## src/rtl/rr_sched_3_2_8_pkg.sv

```systemverilog
// Shared types and constants for the 8-way round-robin scheduler.
// No logic; imported by the scheduler top and its decoder.
// Holds the FSM state encoding and requester sizing.
package rr_sched_pkg;

  localparam int N_REQ = 8;
  localparam int IDX_W = 3;
  localparam logic [IDX_W-1:0] RESET_PTR = 3'd7;

  typedef enum logic {
    IDLE  = 1'b0,
    GRANT = 1'b1
  } state_t;

endpackage

```

## src/rtl/rr_sched_3_2_8_decoder.sv

```systemverilog
// 3-to-8 binary-to-one-hot decoder.
// Purely combinational, zero latency.
// No flow control; output follows input.
module decoder_3_2_8 (
  input  logic [2:0] i,
  output logic [7:0] o
);

  // One bit set at the position named by the binary input.
  always_comb begin
    o = 8'b0000_0001 << i;
  end

endmodule

```

## src/rtl/rr_sched_3_2_8.sv

```systemverilog
// Round-robin arbiter: grants one of 8 requesters, holds until done/withdraw/limit.
// Grant appears 1 cycle after a request is sampled; 1 idle cycle between grants.
// Grant held while req bit stays high; forced release after MAX_HOLD cycles.
module rr_sched_3_2_8
  import rr_sched_pkg::*;
#(
  parameter int MAX_HOLD = 16,  // legal 2..255
  parameter int CNT_W    = 8    // 2**CNT_W must exceed MAX_HOLD
) (
  input  logic             clk,
  input  logic             rst,
  input  logic [N_REQ-1:0] req,
  input  logic             done,
  output logic             gnt_vld,
  output logic [IDX_W-1:0] gnt_idx,
  output logic [N_REQ-1:0] gnt_oh,
  output logic             timeout,
  output logic             busy
);

  localparam logic [CNT_W-1:0] HOLD_LIM = CNT_W'(MAX_HOLD - 1);

  state_t           state;
  logic [CNT_W-1:0] hold_cnt;
  logic [IDX_W-1:0] last_ptr;
  logic [IDX_W-1:0] winner;
  logic [N_REQ-1:0] oh_raw;
  logic             release_now;

  // First set request strictly after ptr, wrapping; ptr itself is checked last,
  // so the most recently served requester has the lowest priority.
  function automatic logic [IDX_W-1:0] rr_pick(input logic [N_REQ-1:0] r,
                                                input logic [IDX_W-1:0] ptr);
    logic [IDX_W-1:0] cand;
    logic             found;
    rr_pick = ptr;
    found   = 1'b0;
    for (int k = 1; k <= N_REQ; k++) begin
      cand = ptr + IDX_W'(k);
      if (!found && r[cand]) begin
        rr_pick = cand;
        found   = 1'b1;
      end
    end
  endfunction

  // Winner of the next arbitration from the current request vector.
  always_comb begin
    winner = rr_pick(req, last_ptr);
  end

  // Voluntary release: grantee signals done or drops its request.
  always_comb begin
    release_now = done || !req[gnt_idx];
  end

  // Grant FSM with registered outputs and saturating hold counter.
  always_ff @(posedge clk) begin
    if (rst) begin
      state    <= IDLE;
      gnt_vld  <= 1'b0;
      gnt_idx  <= '0;
      timeout  <= 1'b0;
      hold_cnt <= '0;
      last_ptr <= RESET_PTR;
    end else begin
      timeout <= 1'b0;
      unique case (state)
        IDLE: begin
          if (|req) begin
            state    <= GRANT;
            gnt_vld  <= 1'b1;
            gnt_idx  <= winner;
            last_ptr <= winner;
            hold_cnt <= '0;
          end
        end
        GRANT: begin
          if (release_now) begin
            // Voluntary release wins over the limit: no timeout pulse.
            state    <= IDLE;
            gnt_vld  <= 1'b0;
            gnt_idx  <= '0;
            hold_cnt <= '0;
          end else if (hold_cnt == HOLD_LIM) begin
            state    <= IDLE;
            gnt_vld  <= 1'b0;
            gnt_idx  <= '0;
            hold_cnt <= '0;
            timeout  <= 1'b1;
          end else begin
            hold_cnt <= hold_cnt + 1'b1;
          end
        end
      endcase
    end
  end

  decoder_3_2_8 u_dec (
    .i(gnt_idx),
    .o(oh_raw)
  );

  // One-hot derives only from registered state, never from req.
  assign gnt_oh = oh_raw & {N_REQ{gnt_vld}};
  assign busy   = gnt_vld;

endmodule

```

## config.mk

```make
export PLATFORM = sky130hd
export DESIGN_NAME = rr_sched_3_2_8
export DESIGN_NICKNAME = d
export VERILOG_FILES = /design/src/rtl/rr_sched_3_2_8_pkg.sv /design/src/rtl/rr_sched_3_2_8_decoder.sv /design/src/rtl/rr_sched_3_2_8.sv
export SDC_FILE = /design/constraint.sdc
export NUM_CORES = 1
export LEC_CHECK = 0
export ABC_AREA = 1
export CAP_MARGIN = 10
export CORE_ASPECT_RATIO = 0.75
export CORE_MARGIN = 5
export CORE_UTILIZATION = 54
export CTS_CLUSTER_DIAMETER = 30
export DETAILED_ROUTE_END_ITERATION = 8
export PLACE_DENSITY = 0.88
export SKIP_LAST_GASP = 1
export SYNTH_ARGS = -nofsm -noshare
export SYNTH_HDL_FRONTEND = slang
export SYNTH_HIERARCHICAL = 1
export SYNTH_SLANG_ARGS = --single-unit
export TNS_END_PERCENT = 20
```

## constraint.sdc

```tcl
create_clock -name clk -period 3 [get_ports clk]
set_input_delay 0.3 -clock clk [delete_from_list [all_inputs] [get_ports clk]]
set_output_delay 0.3 -clock clk [all_outputs]
set_load 0.05 [all_outputs]
```

==> metrics.md <==
| Metric | Value |
|---|---|
| Outcome | finished, final reports clean |
| Htree depth | 1 |
| Critical Path Sink Type | flop |
| Synth Register Bits | 17 |
| Die area | between 4000 and 5000 sq um |
| Number of synthesized flops with an enable pin | 0 |
| Largest net degree at the start of global routing | 13 |
| Worst-path maximum fanout | 10 |
| Share of the synthesized area in the top cell type | 21.20% |
| Port bufs | 24 |
| Slew Viols, Final | 0 |
| ANT nets after route | 0 |
| Synth Instances | roughly 280 |
| CTS resizes | 0 |
| CP Launch Type | flop |
| Power Dens Cells | 1042 nW/um^2 |
| Hold slack | a little over 0.5 ns |
| Tcrit/Tclk final | 85.73% |
| Routed len/inst | approximately 12 microns |
| WHS Endpoint | hold_cnt[0]$_SDFFE_PP0P_ |
| Worst Hold Class | flop to flop |
| Hold_sp | hold_cnt[0]$_SDFFE_PP0P_ |
| WL final | about 4000 microns |
| Mapped Area | 1605 sq um |
| WS Path Type | flop to flop |
| Top cells by area, synth | dfxtp_1, nand2_1, nand3_1 |
| Cell variety after synth | 30 |
| Die Y-Extent | around 57 microns |
| Avg Cell Area, Syn | ~5.8 sq um |
| Count of final setup violators | 0 |
| DR vias/cell | 5.377 |
| Lkg Pwr | 0.9282 nW |
| Nets | around 310 |
| Share of cells above drive strength 1 | slightly below 8% |
| Min-Delay Path Depth | 1 |
| Synth warnings | 6 |
| Dominant cell type by area after synthesis | dfxtp_1 |
| Clock Pin Slew Worst Setup and Hold Paths | about 0.06 ns |
| Clock sinks | 17 |
| Worst Reg-to-Reg Cells | 12 |
| RSZ-0062 raised after global routing | no |
| Sequential element share of the synthesized area | a little over a fifth |
| Routability Congestion | ~0.95 |
| Fmax | between 300 and 400 MHz |
| Critical path startpoint | last_ptr[1]$_SDFFE_PP1P_ |
| CTS Buffer Depth | 2 |
| CTS Root Cell | clkbuf_8 |
| Area delta synth->final | 18.16% |
| Post-synth ARST share | 0% |
| Crit path arrival time | about 2.7 ns |
| Post-synth top cells | nand2_1, nand3_1, nor2_1 |
| TritonRoute pass-1 iters | 4 |
| Row count | 17 |
| Clk_skew | ~0.0020 ns |
| Aggregate global-route resource usage | 19.47% |
| Residual DRC | 0 |
| Mapped Nets | about 290 |
| DR iter-0 viols | 163 |
| Primary FF master, synth | dfxtp_1 |
| Num CTS Buffers | 3 |
| GR Overflow Total | 0 |
| Slew headroom | 65.92% |
| Number of global-route vias before repair | 1515 |
| Final HPWL DP | approximately 3100 microns |
| Final Hold Vio Count | 0 |
| VDD IR max | 625.0 uV |
| Vias | roughly 1800 |
| Io pins | 25 |
| First-pass GRT wire length | around 6600 microns |
| Critical path required time | ~3.1 ns |
| Setup TNS | 0 ns |
| TritonCTS clock tree | done |
| Top-count cell post-synth | nand2_1 |
| Number of max-cap violations | 0 |
| Antenna Cells | 0 |
| Worst-Skew Late Latency | 0.25 ns |
| CORE AREA | 2893 sq um |
| Initial Util | between 50% and 60% |
| Die extent in x | around 73 microns |
| Reg2reg start | last_ptr[1]$_SDFFE_PP1P_ |
| Slew of the pin with the lowest slew margin | 0.5096 ns |
| FF-to-FF End | gnt_idx[1]$_SDFFE_PP0P_ |
| Initial antenna violation count | 0 |
| Fin crit period | around 2.6 ns |
| Reg2reg setup slack | 0.43 ns |
| Post-CTS Hold Buffers | 0 |
| Setup Fix Bufs, Post-CTS | 0 |
[worst max-delay path by stage]
stage                                    endpoint  slack, ns  cells after the start
after detailed placement  gnt_idx[1]$_SDFFE_PP0P_       0.50                     12
after floorplan           gnt_idx[0]$_SDFFE_PP0P_       0.92                     13
after global placement    gnt_idx[2]$_SDFFE_PP0P_       0.56                     12
after CTS                 gnt_idx[1]$_SDFFE_PP0P_       0.49                     12
final                     gnt_idx[1]$_SDFFE_PP0P_       0.43                     12
after global routing      gnt_idx[1]$_SDFFE_PP0P_       0.22                     12
[area by class of cell]
class,instances,area (sq um)
Clock buffer,4,45.04
Inverter,35,131.4
Tap cell,38,47.55
Fill cell,276,996.0
Sequential cell,17,340.3
Multi-Input combinational cell,218,1085
Timing Repair Buffer,25,247.7
[metrics by stage]
| stage | worst slack (ns) | instances | area (sq um) | util (%) | total power, mW |
|---|---|---|---|---|---|
| floorplan | 0.9187 | 277 | 1605 | - | 1.509 |
| global placement | 0.5600 | 333 | 1852 | 64.01 | 1.775 |
| detailed placement | 0.5005 | 333 | 1852 | 64.01 | 1.785 |
| CTS | 0.4874 | 337 | 1897 | 65.57 | 1.958 |
| global route | 0.2181 | 337 | 1897 | 65.57 | 2.168 |
| finish | 0.4281 | 337 | 1897 | 65.57 | 1.976 |
[critical path, stage by stage, from the launching register on]
cell     delay [ns]
dfxtp_1        0.57
inv_2          0.15
ha_1           0.41
inv_1          0.20
nand3_1        0.13
nand3_2        0.13
nand2_4        0.09
nor2_4         0.14
nand4_1        0.12
nor2_1         0.21
nand3_1        0.12
nand4_1        0.12
nand2_1        0.07
[power by group]
group / switching [mW] / total [mW] / internal [mW]
sequential: 0.0769 / 0.341 / 0.264
combinational: 0.989 / 1.47 / 0.478
clock: 0.0737 / 0.168 / 0.0942
total: 1.14 / 1.98 / 0.837
[placed cells by master (no fill, tap or decap)]
master	instances
nand2_1	83
nand3_1	38
nor2_1	34
inv_1	31
clkdlybuf4s50_1	24
dfxtp_1	17
o21ai_0	11
nand2_2	6
nand4_1	6
a21oi_1	6
xor2_1	5
inv_2	4
nand3_2	4
xnor2_1	3
nor4_1	3
nor3_1	3
ha_1	3
clkbuf_8	3
nor2_4	2
o211ai_1	2
nand2_4	1
o21ai_1	1
o21bai_1	1
nand4_2	1
a31oi_1	1
nor3b_1	1
o221a_2	1
a21boi_0	1
a211oi_1	1
clkbuf_1	1
buf_4	1
[state kept, by name (all words and copies together), names as in the netlist]
name and count:
last_ptr 3, gnt_idx 3, state 1, busy 1, timeout 1, hold_cnt 8
[routing by layer]
| layer | vias to the layer above | track usage, % | routed length, microns |
|---|---|---|---|
| met2 | 78 | 28.53 | 1624 |
| met5 | - | 0 | 0 |
| met4 | 0 | 2.895 | 14 |
| met1 | 794 | 29.92 | 1915 |
| met3 | 2 | 3.521 | 423 |
| li1 | 938 | - | - |
[cell families after synthesis]
logic type,after synthesis,synth area share (%)
AO/OA/AOI/OAI,25,9.041
XOR/XNOR,8,4.365
adder cells (fa/ha/maj),3,2.339
buffers and inverters,42,11.22
flip-flops,17,21.20
AND/OR/NAND/NOR,182,51.83
Note: power is estimated with default switching activity, not from simulation.
